`src/rtl/bcd_entry_display.sv`:
```
// BCD key-entry and display-page sequencer for an N-digit signed value.
// Drives per-position codes/enables for the seven_seg instances (top nibble = sign).
module bcd_entry_display #(
    parameter  int unsigned DIGITS    = 3,
    parameter  int unsigned BLINK_DIV = 25000000,
    parameter  int unsigned DWELL_DIV = 50000000,
    localparam int unsigned IDX_W     = $clog2(DIGITS),
    localparam int unsigned MAG_W     = 4 * DIGITS,
    localparam int unsigned CODE_W    = 4 * (DIGITS + 1)
) (
    input  logic              clk,
    input  logic              rst_n,
    input  logic [3:0]        digit_in,
    input  logic              sign_in,
    input  logic              enter,
    input  logic              clear,
    input  logic [MAG_W-1:0]  result_bcd,
    input  logic              result_neg,
    output logic [MAG_W-1:0]  value_bcd,
    output logic              value_neg,
    output logic              value_valid,
    output logic              entry_err,
    output logic [IDX_W-1:0]  entry_idx,
    output logic              entering,
    output logic [1:0]        page,
    output logic [CODE_W-1:0] disp_code,
    output logic [DIGITS:0]   disp_en
);

    localparam int unsigned BLINK_W = (BLINK_DIV > 1) ? $clog2(BLINK_DIV) : 1;
    localparam int unsigned DWELL_W = (DWELL_DIV > 1) ? $clog2(DWELL_DIV) : 1;

    localparam logic [IDX_W-1:0]   LAST_IDX   = IDX_W'(DIGITS - 1);
    localparam logic [BLINK_W-1:0] BLINK_LAST = BLINK_W'(BLINK_DIV - 1);
    localparam logic [DWELL_W-1:0] DWELL_LAST = DWELL_W'(DWELL_DIV - 1);
    localparam logic [3:0]         CODE_NEG   = 4'hA;
    localparam logic [3:0]         CODE_OFF   = 4'hF;

    typedef enum logic {
        ST_ENTRY = 1'b0,
        ST_SHOW  = 1'b1
    } state_e;

    state_e             state_q,       state_d;
    logic [IDX_W-1:0]   idx_q,         idx_d;
    logic [MAG_W-1:0]   digits_q,      digits_d;
    logic [MAG_W-1:0]   value_bcd_q,   value_bcd_d;
    logic               value_neg_q,   value_neg_d;
    logic               value_valid_q, value_valid_d;
    logic               entry_err_q,   entry_err_d;
    logic [1:0]         page_q,        page_d;
    logic [DWELL_W-1:0] dwell_q,       dwell_d;
    logic [BLINK_W-1:0] blink_cnt_q,   blink_cnt_d;
    logic               blink_q,       blink_d;
    logic               enter_q,       enter_d;

    logic               press_c;
    logic               digit_ok_c;
    logic [MAG_W-1:0]   captured_c;

    assign press_c    = enter & ~enter_q;
    assign digit_ok_c = (digit_in <= 4'd9);

    // Captured digits with the live switch value dropped into the current slot.
    always_comb begin : capture_merge
        captured_c = digits_q;
        for (int unsigned p = 0; p < DIGITS; p++) begin
            if (idx_q == IDX_W'(p)) begin
                captured_c[4*p +: 4] = digit_in;
            end
        end
    end

    always_comb begin : next_state
        state_d       = state_q;
        idx_d         = idx_q;
        digits_d      = digits_q;
        value_bcd_d   = value_bcd_q;
        value_neg_d   = value_neg_q;
        value_valid_d = 1'b0;
        entry_err_d   = 1'b0;
        page_d        = page_q;
        dwell_d       = dwell_q;
        enter_d       = enter;

        if (blink_cnt_q == BLINK_LAST) begin
            blink_cnt_d = '0;
            blink_d     = ~blink_q;
        end else begin
            blink_cnt_d = blink_cnt_q + 1'b1;
            blink_d     = blink_q;
        end

        case (state_q)
            ST_ENTRY: begin
                page_d  = 2'd0;
                dwell_d = '0;
                if (clear) begin
                    idx_d    = '0;
                    digits_d = '0;
                end else if (press_c && digit_ok_c) begin
                    digits_d    = captured_c;
                    blink_cnt_d = '0;
                    blink_d     = 1'b1;
                    if (idx_q == LAST_IDX) begin
                        // Commit; an all-zero magnitude never carries a minus sign.
                        value_bcd_d   = captured_c;
                        value_neg_d   = sign_in && (captured_c != '0);
                        value_valid_d = 1'b1;
                        state_d       = ST_SHOW;
                        idx_d         = '0;
                    end else begin
                        idx_d = idx_q + 1'b1;
                    end
                end else if (press_c) begin
                    entry_err_d = 1'b1;
                end
            end
            ST_SHOW: begin
                blink_cnt_d = '0;
                blink_d     = 1'b1;
                if (press_c) begin
                    state_d  = ST_ENTRY;
                    idx_d    = '0;
                    digits_d = '0;
                    page_d   = 2'd0;
                    dwell_d  = '0;
                end else if (dwell_q == DWELL_LAST) begin
                    dwell_d = '0;
                    page_d  = page_q + 2'd1;
                end else begin
                    dwell_d = dwell_q + 1'b1;
                end
            end
            default: begin
                state_d = ST_ENTRY;
                idx_d   = '0;
            end
        endcase
    end

    always_ff @(posedge clk or negedge rst_n) begin : state_regs
        if (!rst_n) begin
            state_q       <= ST_ENTRY;
            idx_q         <= '0;
            digits_q      <= '0;
            value_bcd_q   <= '0;
            value_neg_q   <= 1'b0;
            value_valid_q <= 1'b0;
            entry_err_q   <= 1'b0;
            page_q        <= 2'd0;
            dwell_q       <= '0;
            blink_cnt_q   <= '0;
            blink_q       <= 1'b1;
            enter_q       <= 1'b1;
        end else begin
            state_q       <= state_d;
            idx_q         <= idx_d;
            digits_q      <= digits_d;
            value_bcd_q   <= value_bcd_d;
            value_neg_q   <= value_neg_d;
            value_valid_q <= value_valid_d;
            entry_err_q   <= entry_err_d;
            page_q        <= page_d;
            dwell_q       <= dwell_d;
            blink_cnt_q   <= blink_cnt_d;
            blink_q       <= blink_d;
            enter_q       <= enter_d;
        end
    end

    // Per-position display codes; blanks default to OFF with enable high.
    always_comb begin : display
        disp_code = {CODE_W{1'b1}};
        disp_en   = '1;
        for (int unsigned p = 0; p < DIGITS; p++) begin
            if (state_q == ST_SHOW) begin
                if (page_q == 2'd0) begin
                    disp_code[4*p +: 4] = value_bcd_q[4*p +: 4];
                end else if (page_q == 2'd2) begin
                    disp_code[4*p +: 4] = result_bcd[4*p +: 4];
                end
            end else if (IDX_W'(p) < idx_q) begin
                disp_code[4*p +: 4] = digits_q[4*p +: 4];
            end else if (IDX_W'(p) == idx_q) begin
                disp_code[4*p +: 4] = digit_ok_c ? digit_in : CODE_OFF;
                disp_en[p]          = blink_q;
            end
        end
        if (state_q == ST_SHOW) begin
            if ((page_q == 2'd0 && value_neg_q) || (page_q == 2'd2 && result_neg)) begin
                disp_code[CODE_W-1 -: 4] = CODE_NEG;
            end
        end else if (sign_in) begin
            disp_code[CODE_W-1 -: 4] = CODE_NEG;
        end
    end

    assign value_bcd   = value_bcd_q;
    assign value_neg   = value_neg_q;
    assign value_valid = value_valid_q;
    assign entry_err   = entry_err_q;
    assign entry_idx   = idx_q;
    assign entering    = (state_q == ST_ENTRY);
    assign page        = page_q;

endmodule

```
`config.mk`:
```
export PLATFORM = sky130hd
export DESIGN_NAME = bcd_entry_display
export DESIGN_NICKNAME = d
export VERILOG_FILES = /design/src/rtl/bcd_entry_display.sv
export SDC_FILE = /design/constraint.sdc
export NUM_CORES = 1
export LEC_CHECK = 0
export ABC_AREA = 1
export CAP_MARGIN = 5
export CORE_MARGIN = 4
export CORE_UTILIZATION = 43
export CTS_CLUSTER_SIZE = 16
export DETAILED_ROUTE_END_ITERATION = 6
export PLACE_DENSITY = 0.75
export SLEW_MARGIN = 20
export SYNTH_ARGS = -nofsm -noshare
export SYNTH_HDL_FRONTEND = slang
export SYNTH_SLANG_ARGS = --single-unit
```
`constraint.sdc`:
```
create_clock -name clk -period 1.6 [get_ports clk]
set_clock_uncertainty 0.05 [all_clocks]
set_input_delay 0.32 -clock clk [delete_from_list [all_inputs] [get_ports clk]]
set_output_delay 0.32 -clock clk [all_outputs]
set_load 0.03 [all_outputs]
```
==> results of run 1 <==
## flip-flops by register name (all words and copies together), names as in the netlist
register     cells
value_bcd       12
dwell_q         26
state_q          1
value_neg        1
enter_q          1
page             2
value_valid      1
entry_idx        2
blink_q          1
digits_q        12
blink_cnt_q     25
entry_err        1
## repair_timing
action | in CTS | in global routing
pin swaps | 27 | 30
endpoints found under the setup margin | 85 | 103
buffers inserted | 18 | 17
gates resized for setup | 125 | 90
hold buffers | 1 | 0
endpoints found under the hold margin | 18 | 0
cloned | 6 | 5
## power groups by stage
stage	sequential [mW]	clock, mW	combinational, mW
floorplan	2.74	0	1.13
global placement	2.58	0	2.28
detailed placement	2.59	0	2.33
CTS	2.57	2.22	2.56
global route	2.62	2.32	2.96
finish	2.60	2.22	2.79
## area by class of cell
cell class,count,area [um^2],share of cell area [%]
inverters,75,318,4.02
multi-input cells,507,3240,40.9
repair buffers,172,1680,21.3
clock buffers,12,267,3.37
clock inverters,4,45.0,0.570
repair inverters,3,41.3,0.522
flip-flops and latches,85,2140,27.0
well taps,143,179,2.26
## per-stage QoR
step / cell area (um^2) / setup WS [ns] / power [mW] / utilization (%)
after CTS: 7490 / -0.451 / 7.35 / 64.5
after global placement: 6530 / -0.630 / 4.86 / 56.2
after floorplan: 5330 / -0.148 / 3.87 / -
after global routing: 7910 / -0.522 / 7.91 / 68.1
final: 7910 / -0.474 / 7.61 / 68.1
after detailed placement: 6530 / -0.682 / 4.92 / 56.2
## cells by family after synthesis
group | Yosys count
XOR/XNOR | 23
other | 1
adder cells (fa/ha/maj) | 4
flip-flops | 85
buffers and inverters | 92
AO/OA/AOI/OAI | 70
AND/OR/NAND/NOR | 404
## cells in the final DEF (no fill, tap or decap), types with 4 or more instances in the layout
master and instances:
nand2_1 143, nand2_2 32, buf_6 32, dlygate4sd2_1 13
clkdlybuf4s50_1 17, nor2_2 12, nor2_4 31, o221ai_2 12
buf_12 11, nor2_1 105, xnor2_1 10, dfrtp_2 6
nor3_1 5, o21ai_4 6, clkbuf_16 10, dfrtp_1 77
xor2_1 12, a21oi_1 4, nand3_2 11, o21ai_1 11
nand2_4 10, o21ai_2 24, buf_4 86, nand3_1 29
nand4_1 16, inv_2 5, inv_1 63
## worst max-delay path, cell delays in order (launching register included)
cell and delay (ns):
dfrtp_2 0.42, inv_4 0.09, ha_4 0.15, inv_6 0.04, buf_4 0.17, o221ai_1 0.23, o21ai_2 0.08, buf_4 0.17
## final timing paths
kind / endpoint / slack, ns
max: disp_code[3] / -0.47
min: enter_q / 0.35
max reg2reg: digits_q[4] / -0.22
min reg2reg: digits_q[3] / 0.47
max in group asynchronous: enter_q / 0.58
min in group asynchronous: blink_cnt_q[20] / 0.36
## metal layers
layer  wire [um]  global-route usage (%)  vias to the layer above
met2        8270                    38.7                      204
met3         745                    3.27                       42
met1        6880                    27.5                     2629
met5           0                       0                        -
met4         480                    9.08                        0
li1            -                       -                     2526
==> impl_results.html, run 1 <==
<table>
<tr><th>Metric</th><th>Value</th></tr>
<tr><th colspan="2">Timing</th></tr>
<tr><td>Max Freq</td><td>0.482 GHz</td></tr>
<tr><td>WHS</td><td>0.354 ns</td></tr>
<tr><td>Count of final max-slew check failures</td><td>0</td></tr>
<tr><td>Final setup violating endpoints</td><td>77</td></tr>
<tr><td>Share of the clock period used by the worst path</td><td>130%</td></tr>
<tr><td>Hold Fails Final Rpt</td><td>0</td></tr>
<tr><td>Slew at the pin closest to its max-slew limit</td><td>0.505 ns</td></tr>
<tr><td>Final worst setup slack</td><td>-0.474 ns</td></tr>
<tr><td>Final worst path period need</td><td>2.07 ns</td></tr>
<tr><td>RSZ-0062 raised after global routing</td><td>true</td></tr>
<tr><td>Remaining max-slew budget at the tightest pin</td><td>66.1%</td></tr>
<tr><td>Setup TNS</td><td>-14.28 ns</td></tr>
<tr><th colspan="2">Synth</th></tr>
<tr><td>Synthesized instance count</td><td>679</td></tr>
<tr><td>Synth Area in XOR/XNOR</td><td>3.87%</td></tr>
<tr><td>Unique cell type count in the Yosys netlist</td><td>42</td></tr>
<tr><td>Yosys top cell by area</td><td>dfrtp_1</td></tr>
<tr><td>Mean Syn Cell Area</td><td>7.66 um^2</td></tr>
<tr><td>Synthesized-area fraction occupied by and/or/nand/nor cells</td><td>36.1%</td></tr>
<tr><td>Main synth FF type</td><td>dfrtp_1</td></tr>
<tr><td>Number of enable flip-flop cells after synthesis</td><td>0</td></tr>
<tr><td>Fraction of registers with async set or reset after synthesis</td><td>100%</td></tr>
<tr><td>Ys Warns</td><td>0</td></tr>
<tr><td>Cell area after synthesis</td><td>5200 um^2</td></tr>
<tr><td>Dominant combinational cell family by area after synthesis</td><td>simple AND/OR/NAND/NOR gates</td></tr>
<tr><td>Mux contribution to synthesized area</td><td>0%</td></tr>
<tr><td>Dominant cell by count in the synthesized netlist</td><td>nand2_1</td></tr>
<tr><td>Commonest cells in the netlist</td><td>172 x nand2_1, 119 x nor2_1, 83 x dfrtp_1, 69 x inv_1, 38 x nand3_1</td></tr>
<tr><td>Number of register bits inferred by synthesis</td><td>85</td></tr>
<tr><td>Share of the synthesized area in compound gates (AO/OA/AOI/OAI)</td><td>9.96%</td></tr>
<tr><td>Top area cells in the synthesized netlist</td><td>dfrtp_1 40%, nand2_1 12%, nor2_1 8.6%</td></tr>
<tr><td>Sequential cell area fraction in the yosys report</td><td>41.0%</td></tr>
<tr><td>Fraction of the mapped netlist area in adder cells</td><td>0.963%</td></tr>
<tr><td>Top-area cell type share of the netlist area</td><td>40.0%</td></tr>
<tr><th colspan="2">CTS</th></tr>
<tr><td>CTS tree</td><td>done</td></tr>
<tr><td>Clock insertion delay at the later pin of the skew report</td><td>0.35 ns</td></tr>
<tr><td>CTS sink count</td><td>85</td></tr>
<tr><td>Root Buffer</td><td>clkbuf_16</td></tr>
<tr><td>CTS H-tree depth</td><td>3</td></tr>
<tr><td>Cts bufs inserted</td><td>9</td></tr>
<tr><td>Deepest clock path buffer count</td><td>2</td></tr>
<tr><td>Clock transition at the register clock pins on the worst setup and hold paths after CTS</td><td>0.06 ns</td></tr>
<tr><th colspan="2">Hold path</th></tr>
<tr><td>Kind of path behind the tightest hold check</td><td>in2reg</td></tr>
<tr><td>Startpoint of the lowest-slack hold path</td><td>enter</td></tr>
<tr><td>Hold Path Cell Cnt</td><td>1</td></tr>
<tr><th colspan="2">Finish</th></tr>
<tr><td>Relative area change from synthesis to final layout</td><td>52.1%</td></tr>
<tr><td>Antenna Diode Count</td><td>0</td></tr>
<tr><td>Share of cells above drive strength 1</td><td>39.2%</td></tr>
<tr><td>Number of nets in the final layout</td><td>879</td></tr>
<tr><td>Final standard cell count with taps included and fillers excluded</td><td>1001</td></tr>
<tr><td>Fillers</td><td>854</td></tr>
<tr><th colspan="2">Floorplanning</th></tr>
<tr><td>Y dimension of the die</td><td>118 um</td></tr>
<tr><td>Starting density of the core</td><td>44.8%</td></tr>
<tr><td>Row cnt</td><td>39</td></tr>
<tr><td>Chip width</td><td>118 um</td></tr>
<tr><td>Placeable core area</td><td>11600 um^2</td></tr>
<tr><td>Io pins</td><td>62</td></tr>
<tr><td>Total Die Area</td><td>13900 um^2</td></tr>
<tr><th colspan="2">Status</th></tr>
<tr><td>Violated checks</td><td>setup timing</td></tr>
<tr><td>Result of the run</td><td>finished, violations left</td></tr>
<tr><th colspan="2">Detailed routing</th></tr>
<tr><td>Number of nets still failing antenna checks after routing</td><td>0</td></tr>
<tr><td>DR WL/cell</td><td>16.4 um</td></tr>
<tr><td>Final routed DRC violation total</td><td>0</td></tr>
<tr><td>Number of search-and-repair iterations in the first detailed-routing pass</td><td>5</td></tr>
<tr><td>Total vias in the final route</td><td>5401</td></tr>
<tr><td>Starting DRT DRC Count</td><td>402</td></tr>
<tr><td>Via/cell ratio</td><td>5.40</td></tr>
<tr><td>Sum of routed wire length over all layers</td><td>16.4 mm</td></tr>
<tr><th colspan="2">GRT</th></tr>
<tr><td>Antenna violations before repair</td><td>0</td></tr>
<tr><td>Largest net degree at the start of global routing</td><td>42</td></tr>
<tr><td>Number of global-route vias before repair</td><td>5176</td></tr>
<tr><td>Overflow left after global routing</td><td>0</td></tr>
<tr><td>Global-route wire length before repair</td><td>25.4 mm</td></tr>
<tr><td>Global router's overall resource usage</td><td>22.2%</td></tr>
<tr><th colspan="2">Power</th></tr>
<tr><td>Power density over cell area</td><td>962 nW/um^2</td></tr>
<tr><td>Max VDD drop</td><td>0.564 mV</td></tr>
<tr><td>P_sw</td><td>2.69 mW</td></tr>
<tr><td>Leak Pwr</td><td>3.48 nW</td></tr>
<tr><td>Internal power of the cells</td><td>4.92 mW</td></tr>
<tr><td>Gate power share</td><td>36.6%</td></tr>
<tr><td>Power share of the sequential group</td><td>34.2%</td></tr>
<tr><td>Net Sw Frac</td><td>35.3%</td></tr>
<tr><td>Clock share of power</td><td>29.1%</td></tr>
<tr><th colspan="2">Setup path</th></tr>
<tr><td>Reg2Reg Depth</td><td>11</td></tr>
<tr><td>Origin of the critical flop-to-flop path</td><td>state_q</td></tr>
<tr><td>Startpoint of the worst setup timing path</td><td>page[0]</td></tr>
<tr><td>Critical Path Start Type</td><td>flop</td></tr>
<tr><td>Type of the setup path with the least slack</td><td>reg2out</td></tr>
<tr><td>Data arrival time at the worst-slack endpoint</td><td>1.70 ns</td></tr>
<tr><td>Setup crit end kind</td><td>output pin</td></tr>
<tr><td>Required time of the critical path</td><td>1.23 ns</td></tr>
<tr><td>Worst Path Max Fanout</td><td>6</td></tr>
<tr><th colspan="2">Flow run</th></tr>
<tr><td>Max-capacitance violation count</td><td>0</td></tr>
<tr><th colspan="2">Placed design</th></tr>
<tr><td>Detailed placer's ending HPWL</td><td>10.4 mm</td></tr>
<tr><td>PortBufs</td><td>58</td></tr>
<tr><td>Placed instance count</td><td>943</td></tr>
<tr><td>GP Congestion</td><td>0.940</td></tr>
</table>
(Power assumes the default switching activity.)
==> inputs of run 2 (changes only) <==
SKIP_LAST_GASP = 1   (was default)
==> impl_results.html, run 2 (same netlist as run 1, synthesis figures left out) <==
<table>
<tr><th>Metric</th><th>Value</th></tr>
<tr><th colspan="2">Setup path</th></tr>
<tr><td>Critical Path Start Type</td><td>flop</td></tr>
<tr><td>Worst Path Max Fanout</td><td>8 (+2)</td></tr>
<tr><td>Type of the setup path with the least slack</td><td>reg2out</td></tr>
<tr><td>Worst path top cell family by delay</td><td>flip-flops</td></tr>
<tr><td>Setup crit end kind</td><td>output pin</td></tr>
<tr><td>Delay of the slowest cell on the worst path</td><td>0.46 ns (+0.04 ns)</td></tr>
<tr><td>Data arrival time at the worst-slack endpoint</td><td>1.69 ns (about the same)</td></tr>
<tr><td>Slowest-stage cell, CP</td><td>dfrtp_2</td></tr>
<tr><td>Critical path buffer and inverter count</td><td>3 (-1)</td></tr>
<tr><td>Required time of the critical path</td><td>1.23 ns (about the same)</td></tr>
<tr><td>Critical Path, Cell by Cell</td><td>inv_4 -&gt; buf_8 -&gt; nand3_1 -&gt; o221ai_2 -&gt; nand2_2 -&gt; buf_6</td></tr>
<tr><th colspan="2">Detailed routing</th></tr>
<tr><td>Number of search-and-repair iterations in the first detailed-routing pass</td><td>5 (unchanged)</td></tr>
<tr><td>Final routed DRC violation total</td><td>0 (unchanged)</td></tr>
<tr><td>Total vias in the final route</td><td>5445 (+0.81%)</td></tr>
<tr><td>Via/cell ratio</td><td>5.43 (+0.71%)</td></tr>
<tr><td>Sum of routed wire length over all layers</td><td>17.2 mm (+5.2%)</td></tr>
<tr><td>Highest Signal Layer</td><td>met4</td></tr>
<tr><td>Met3 wirelength from detailed routing</td><td>861 um (+16%)</td></tr>
<tr><td>Starting DRT DRC Count</td><td>366 (-9.0%)</td></tr>
<tr><td>Met2 WL</td><td>8.58 mm (+3.8%)</td></tr>
<tr><td>Number of nets still failing antenna checks after routing</td><td>0 (unchanged)</td></tr>
<tr><td>Wire length the detailed router placed on met1</td><td>7.00 mm (+1.8%)</td></tr>
<tr><td>DR WL/cell</td><td>17.2 um (+5.1%)</td></tr>
<tr><th colspan="2">Power</th></tr>
<tr><td>Leak Pwr</td><td>3.48 nW (about the same)</td></tr>
<tr><td>Post-route total power</td><td>7.77 mW (+2.1%)</td></tr>
<tr><td>Power share of the sequential group</td><td>33.7% (-0.5 points)</td></tr>
<tr><td>Power density over cell area</td><td>979 nW/um^2 (+1.8%)</td></tr>
<tr><td>Clock share of power</td><td>28.5% (-0.6 points)</td></tr>
<tr><td>P_sw</td><td>2.78 mW (+3.5%)</td></tr>
<tr><td>Internal power of the cells</td><td>4.99 mW (+1.4%)</td></tr>
<tr><td>Gate power share</td><td>37.8% (+1.2 points)</td></tr>
<tr><td>Max VDD drop</td><td>0.576 mV (+2.0%)</td></tr>
<tr><td>Net Sw Frac</td><td>35.8% (+0.48 points)</td></tr>
<tr><th colspan="2">GRT</th></tr>
<tr><td>Number of global-route vias before repair</td><td>5152 (-0.46%)</td></tr>
<tr><td>Global router's overall resource usage</td><td>22.2% (-0.051 points)</td></tr>
<tr><td>Overflow left after global routing</td><td>0 (unchanged)</td></tr>
<tr><td>Global-route wire length before repair</td><td>25.3 mm (-0.30%)</td></tr>
<tr><td>Largest net degree at the start of global routing</td><td>42 (unchanged)</td></tr>
<tr><td>Antenna violations before repair</td><td>0 (unchanged)</td></tr>
<tr><th colspan="2">Floorplanning</th></tr>
<tr><td>Row cnt</td><td>39 (unchanged)</td></tr>
<tr><td>Placeable core area</td><td>11600 um^2 (unchanged)</td></tr>
<tr><td>Total Die Area</td><td>13900 um^2 (unchanged)</td></tr>
<tr><td>Io pins</td><td>62 (unchanged)</td></tr>
<tr><td>Starting density of the core</td><td>44.8% (unchanged)</td></tr>
<tr><td>Y dimension of the die</td><td>118 um (unchanged)</td></tr>
<tr><td>Chip width</td><td>118 um (unchanged)</td></tr>
<tr><th colspan="2">Timing</th></tr>
<tr><td>Hold Fails Final Rpt</td><td>0 (unchanged)</td></tr>
<tr><td>Share of the clock period used by the worst path</td><td>129% (-1.0 points)</td></tr>
<tr><td>Final worst path period need</td><td>2.06 ns (-0.0165 ns)</td></tr>
<tr><td>Slew at the pin closest to its max-slew limit</td><td>0.493 ns (-0.0126 ns)</td></tr>
<tr><td>Count of final max-slew check failures</td><td>0 (unchanged)</td></tr>
<tr><td>Final setup violating endpoints</td><td>100 (+30%)</td></tr>
<tr><td>Remaining max-slew budget at the tightest pin</td><td>66.9% (+0.85 points)</td></tr>
<tr><td>Max Freq</td><td>0.486 GHz (+0.80%)</td></tr>
<tr><td>Final worst setup slack</td><td>-0.457 ns (+0.0165 ns)</td></tr>
<tr><td>RSZ-0062 raised after global routing</td><td>true</td></tr>
<tr><th colspan="2">Finish</th></tr>
<tr><td>Most flop-heavy register</td><td>dwell_q</td></tr>
<tr><td>Antenna Diode Count</td><td>0 (unchanged)</td></tr>
<tr><td>Max reg flops</td><td>26 (unchanged)</td></tr>
<tr><td>Biggest regs</td><td>dwell_q (26), blink_cnt_q (25)</td></tr>
<tr><td>Commonest non-fill, non-tap cells in the layout</td><td>141 x nand2_1, 100 x nor2_1, 84 x buf_4</td></tr>
<tr><td>Number of nets in the final layout</td><td>880 (+0.11%)</td></tr>
<tr><td>Share of cells above drive strength 1</td><td>39.3% (+0.19 points)</td></tr>
<tr><td>Relative area change from synthesis to final layout</td><td>52.6%</td></tr>
<tr><td>Most common library cell in the layout ignoring fill and taps</td><td>nand2_1</td></tr>
<tr><td>Final standard cell count with taps included and fillers excluded</td><td>1002 (+0.10%)</td></tr>
<tr><th colspan="2">Placed design</th></tr>
<tr><td>Detailed placer's ending HPWL</td><td>10.4 mm (unchanged)</td></tr>
<tr><td>GP Congestion</td><td>0.940 (unchanged)</td></tr>
<tr><td>PortBufs</td><td>58 (unchanged)</td></tr>
<tr><td>Placed instance count</td><td>943 (unchanged)</td></tr>
<tr><th colspan="2">CTS</th></tr>
<tr><td>Clock transition at the register clock pins on the worst setup and hold paths after CTS</td><td>0.06 ns (about the same)</td></tr>
<tr><td>CTS tree</td><td>done</td></tr>
<tr><td>CTS sink count</td><td>85 (unchanged)</td></tr>
<tr><td>CTS H-tree depth</td><td>3 (unchanged)</td></tr>
<tr><td>Clock insertion delay at the later pin of the skew report</td><td>0.35 ns (about the same)</td></tr>
<tr><td>Root Buffer</td><td>clkbuf_16</td></tr>
<tr><td>Cts bufs inserted</td><td>9 (unchanged)</td></tr>
<tr><td>Deepest clock path buffer count</td><td>2 (unchanged)</td></tr>
<tr><th colspan="2">Status</th></tr>
<tr><td>Violated checks</td><td>setup timing</td></tr>
<tr><td>Result of the run</td><td>finished, violations left</td></tr>
<tr><th colspan="2">Hold path</th></tr>
<tr><td>Kind of path behind the tightest hold check</td><td>in2async</td></tr>
<tr><th colspan="2">Flow run</th></tr>
<tr><td>Max-capacitance violation count</td><td>0 (unchanged)</td></tr>
</table>
==> run 2: cell count changes in the layout (fill, tap and decap cells not counted), moves of 3 or more <==
cell / before / now
nor2_2: 12 / 18
dlygate4sd2_1: 13 / 16
nor2_1: 105 / 100
o21ai_2: 24 / 20
==> run 2: power by group through the flow <==
stage / clock network, mW / registers [mW] / logic (mW)
global placement: 0 / 2.58 / 2.28
CTS: 2.22 / 2.57 / 2.53
global route: 2.33 / 2.64 / 3.09
floorplan: 0 / 2.74 / 1.13
finish: 2.21 / 2.62 / 2.94
detailed placement: 0 / 2.59 / 2.33
==> run 2: cell type report <==
| cell class | instances | area (um^2) |
|---|---|---|
| clock buffer | 12 | 267 |
| fill | 825 | 3680 |
| tap | 143 | 179 |
| timing repair inverter | 3 | 28.8 |
| timing repair buffer | 173 | 1740 |
| multi-input combinational | 507 | 3220 |
| clock inverter | 4 | 45.0 |
| inverter | 75 | 318 |
| sequential | 85 | 2140 |
==> run 2: what timing repair did <==
| action | in CTS | in global routing |
|---|---|---|
| buffers inserted | 18 | 15 |
| endpoints found under the hold margin | 18 | 0 |
| setup endpoints to repair | 85 | 102 |
| hold buffers | 1 | 0 |
| cloned | 6 | 8 |
| pin swaps | 22 | 31 |
| resized for setup | 104 | 105 |
==> run 2: worst paths after layout <==
path	start	to	slack, ns	depth (start not counted)
max	entry_idx[0]	disp_code[8]	-0.46	6
min in group clk	enter	enter_q	0.35	1
min	rst_n	blink_cnt_q[20]	0.35	2
min reg2reg	value_bcd[0]	value_bcd[0]	0.49	2
max reg2reg	state_q	value_neg	-0.25	11
max in group asynchronous	rst_n	enter_q	0.58	3
==> run 2: metrics by stage <==
step	hold WS (ns)	util (%)	TNS, ns	worst slack [ns]	instance area [um^2]
finish	0.349	68.3	-15.96	-0.457	7940
global placement	0.171	56.2	-21.23	-0.630	6530
detailed placement	0.176	56.2	-24.61	-0.682	6530
floorplan	-0.0256	-	-1.06	-0.148	5330
CTS	0.352	64.1	-11.77	-0.451	7440
global route	0.362	68.3	-20.86	-0.501	7940
==> run 2: metal layers <==
metal / vias up / global-route usage, %
met5: - / 0
met4: 0 / 9.60
met3: 58 / 4.04
met2: 220 / 38.3
met1: 2630 / 27.1
li1: 2537 / -
==> edit, RTL diff (settings of run 1) <==
`value_bcd_q` no longer has a reset.
--- a/src/rtl/bcd_entry_display.sv
+++ b/src/rtl/bcd_entry_display.sv
@@ -144,7 +144,6 @@
             state_q       <= ST_ENTRY;
             idx_q         <= '0;
             digits_q      <= '0;
-            value_bcd_q   <= '0;
             value_neg_q   <= 1'b0;
             value_valid_q <= 1'b0;
             entry_err_q   <= 1'b0;
@@ -157,7 +156,6 @@
             state_q       <= state_d;
             idx_q         <= idx_d;
             digits_q      <= digits_d;
-            value_bcd_q   <= value_bcd_d;
             value_neg_q   <= value_neg_d;
             value_valid_q <= value_valid_d;
             entry_err_q   <= entry_err_d;
@@ -167,6 +165,10 @@
             blink_q       <= blink_d;
             enter_q       <= enter_d;
         end
+    end
+
+    always_ff @(posedge clk) begin
+        value_bcd_q <= value_bcd_d;
     end
 
     // Per-position display codes; blanks default to OFF with enable high.
Function: differs if rst_n is asserted again (counterexample within 10 cycles, from zero or initial values and one cycle with rst_n low); with rst_n held inactive, the same outputs for 10 cycles.
==> edit against run 1 <==
Final area down 4.6%. Worst setup slack worse by 0.11 ns. Largest power group unchanged. The run still ends with setup timing left. Routed wire length rose by 12%. Sequential cell count did not move. Total power shrank 4.0%. Critical path depth is the same. Area after synthesis shrank 6.5%.
==> edit: results (changes against run 1) <==
Failing checks = setup timing (unchanged)
Non-clk invs = 80 (was 78)
Routability cong. = 0.953 (was 0.940)
HPWL Detailed = 9260 um (was 10,400 um)
Leak = 3.31 nW (was 3.48 nW)
Cell family with most CP delay = simple AND/OR/NAND/NOR gates (was buffers and inverters)
Most instantiated cells after synthesis = nand2_1, nor2_1, inv_1 (was nand2_1, nor2_1, dfrtp_1)
Max IR drop VDD = 0.000759 V (was 0.000564 V)
Share of cells above drive strength 1 = 34.6% (was 39.2%)
Placed standard-cell area = 0.00618 mm2 (was 0.00653 mm2)
Initial drt markers = 591 (was 402)
Met1 Wirelength = 6760 um (was 6880 um)
Layout buffer count excluding clock buffers = 163 (was 172)
Max H-tree Level = 3 (unchanged)
Ys Warns = 0 (unchanged)
Top post-synthesis cells by area = dfrtp_1, nand2_1, nor2_1, edfxtp_1, inv_1 (was dfrtp_1, nand2_1, nor2_1, inv_1, nor2_4)
Signal buffers share of area = 20.9% (was 21.3%)
Compound-Gate Fraction of Synth Area = 7.90% (was 9.96%)
Multi-input gate area = 0.00297 mm2 (was 0.00324 mm2)
Root Buffer = clkbuf_16 (unchanged)
# port buffers = 58 (unchanged)
Largest net degree at the start of global routing = 74 (was 42)
Synth unique cells = 40 (was 42)
First-pass GRT wire length = 24,000 um (was 25,400 um)
Post-synthesis sequential area ratio = 45.0% (was 41.0%)
Vias in the first global route = 5,061 (was 5,176)
Clk slew on worst S/H paths = 0.07 ns
Reg area = 0.00220 mm2 (was 0.00214 mm2)
Number of synthesized flops with an enable pin = 12 (was 0)
Ant. Diodes = 0 (unchanged)
Clk cell area share = 3.90% (was 3.94%)
Ys async rst share = 85.9% (was 100%)
Pre-antenna DRT Iters = 6 (was 5)
Final Setup Violations = 47 (was 77)
Filler cells = 720 (was 854)
Clk Latency, worst-skew pair = 0.35 ns (about the same)
CP arrival = 1.81 ns (was 1.70 ns)
Number of nets in the layout = 842 (was 879)
Clock buffer depth = 2 (unchanged)
Met3 wire len = 1470 um (was 745 um)
Comb_multi_in = 477 (was 507)
Wire length per cell = 19.0 um (was 16.4 um)
Post-route setup slack = -0.581 ns (was -0.474 ns)
Run status = complete, but fails checks (unchanged)
Initial antenna violation count = 0 (unchanged)
PD cells = 968 mW/mm2 (was 962 mW/mm2)
Met2 wire len = 9010 um (was 8270 um)
Post-synthesis xor/xnor area fraction = 3.78% (was 3.87%)
Via/cell ratio = 5.70 (was 5.40)
Highest metal layer with signal wires = met4 (unchanged)
Slowest stage delay, CP = 0.44 ns (was 0.42 ns)
Clock buf count = 10 (was 12)
Post-synthesis adder-cell area fraction = 1.03% (was 0.963%)
Met1 Usage GRT = 27.9% (was 27.5%)
Total GRT Usage = 22.8% (was 22.2%)
Met2 Usage GRT = 39.1% (was 38.7%)
Met3 Track Usage GR = 3.38% (was 3.27%)
Die width = 114 um (was 118 um)
# clock sinks = 85 (unchanged)
-- edit: changes by cell type after synthesis, sizes merged, moves of 6 or more --
| cell | delta |
|---|---|
| nand4 | -8 |
| nor3 | +10 |
| nor2 | -7 |
| dfrtp | -12 |
| nand2 | -22 |
| nand3 | +9 |
| edfxtp | +12 |
| o21ai | -16 |
| buf | -6 |
-- edit: final timing paths --
| check | slack (ns) | to | start | depth (start not counted) |
|---|---|---|---|---|
| worst max-delay path | -0.58 | disp_code[1] | entry_idx[0] | 7 |
| worst min-delay path | 0.08 | enter_q | enter | 1 |
| worst max register to register | -0.30 | value_bcd[11] | entry_idx[1] | 9 |
| worst min register to register | 0.47 | blink_cnt_q[0] | blink_cnt_q[0] | 2 |
| max in group asynchronous | 0.65 | blink_q | rst_n | 3 |
| min in group asynchronous | 0.47 | entry_err | rst_n | 3 |
-- edit: metrics by stage --
step                setup TNS (ns)  total power [mW]  instances  setup slack [ns]
floorplan                    -1.09              3.54        653            -0.146
global placement            -28.96              4.27        899            -0.470
detailed placement          -32.06              4.32        899            -0.487
CTS                          -6.73              6.70        937            -0.492
global route                -13.90              7.57        961            -0.645
finish                      -11.71              7.30        961            -0.581
-- edit: logic make-up after synthesis --
group / count (synthesis)
simple gates: 388
buf+inv: 94
flops: 85
compound gates: 58
xor+xnor: 21
fa+ha+maj: 4
other cells: 1
-- edit: where the power goes --
part / internal (mW) / switching (mW) / total, mW
combinational: 1.17 / 1.54 / 2.71
clock: 1.16 / 0.900 / 2.06
sequential: 2.38 / 0.155 / 2.54
-- edit: repair_timing --
item	CTS	global route
resized for setup	95	105
pin swaps	17	37
hold endpoints to repair	71	0
hold buffers	1	0
setup buffers	17	22
endpoints found under the setup margin	87	99
gates cloned	4	4
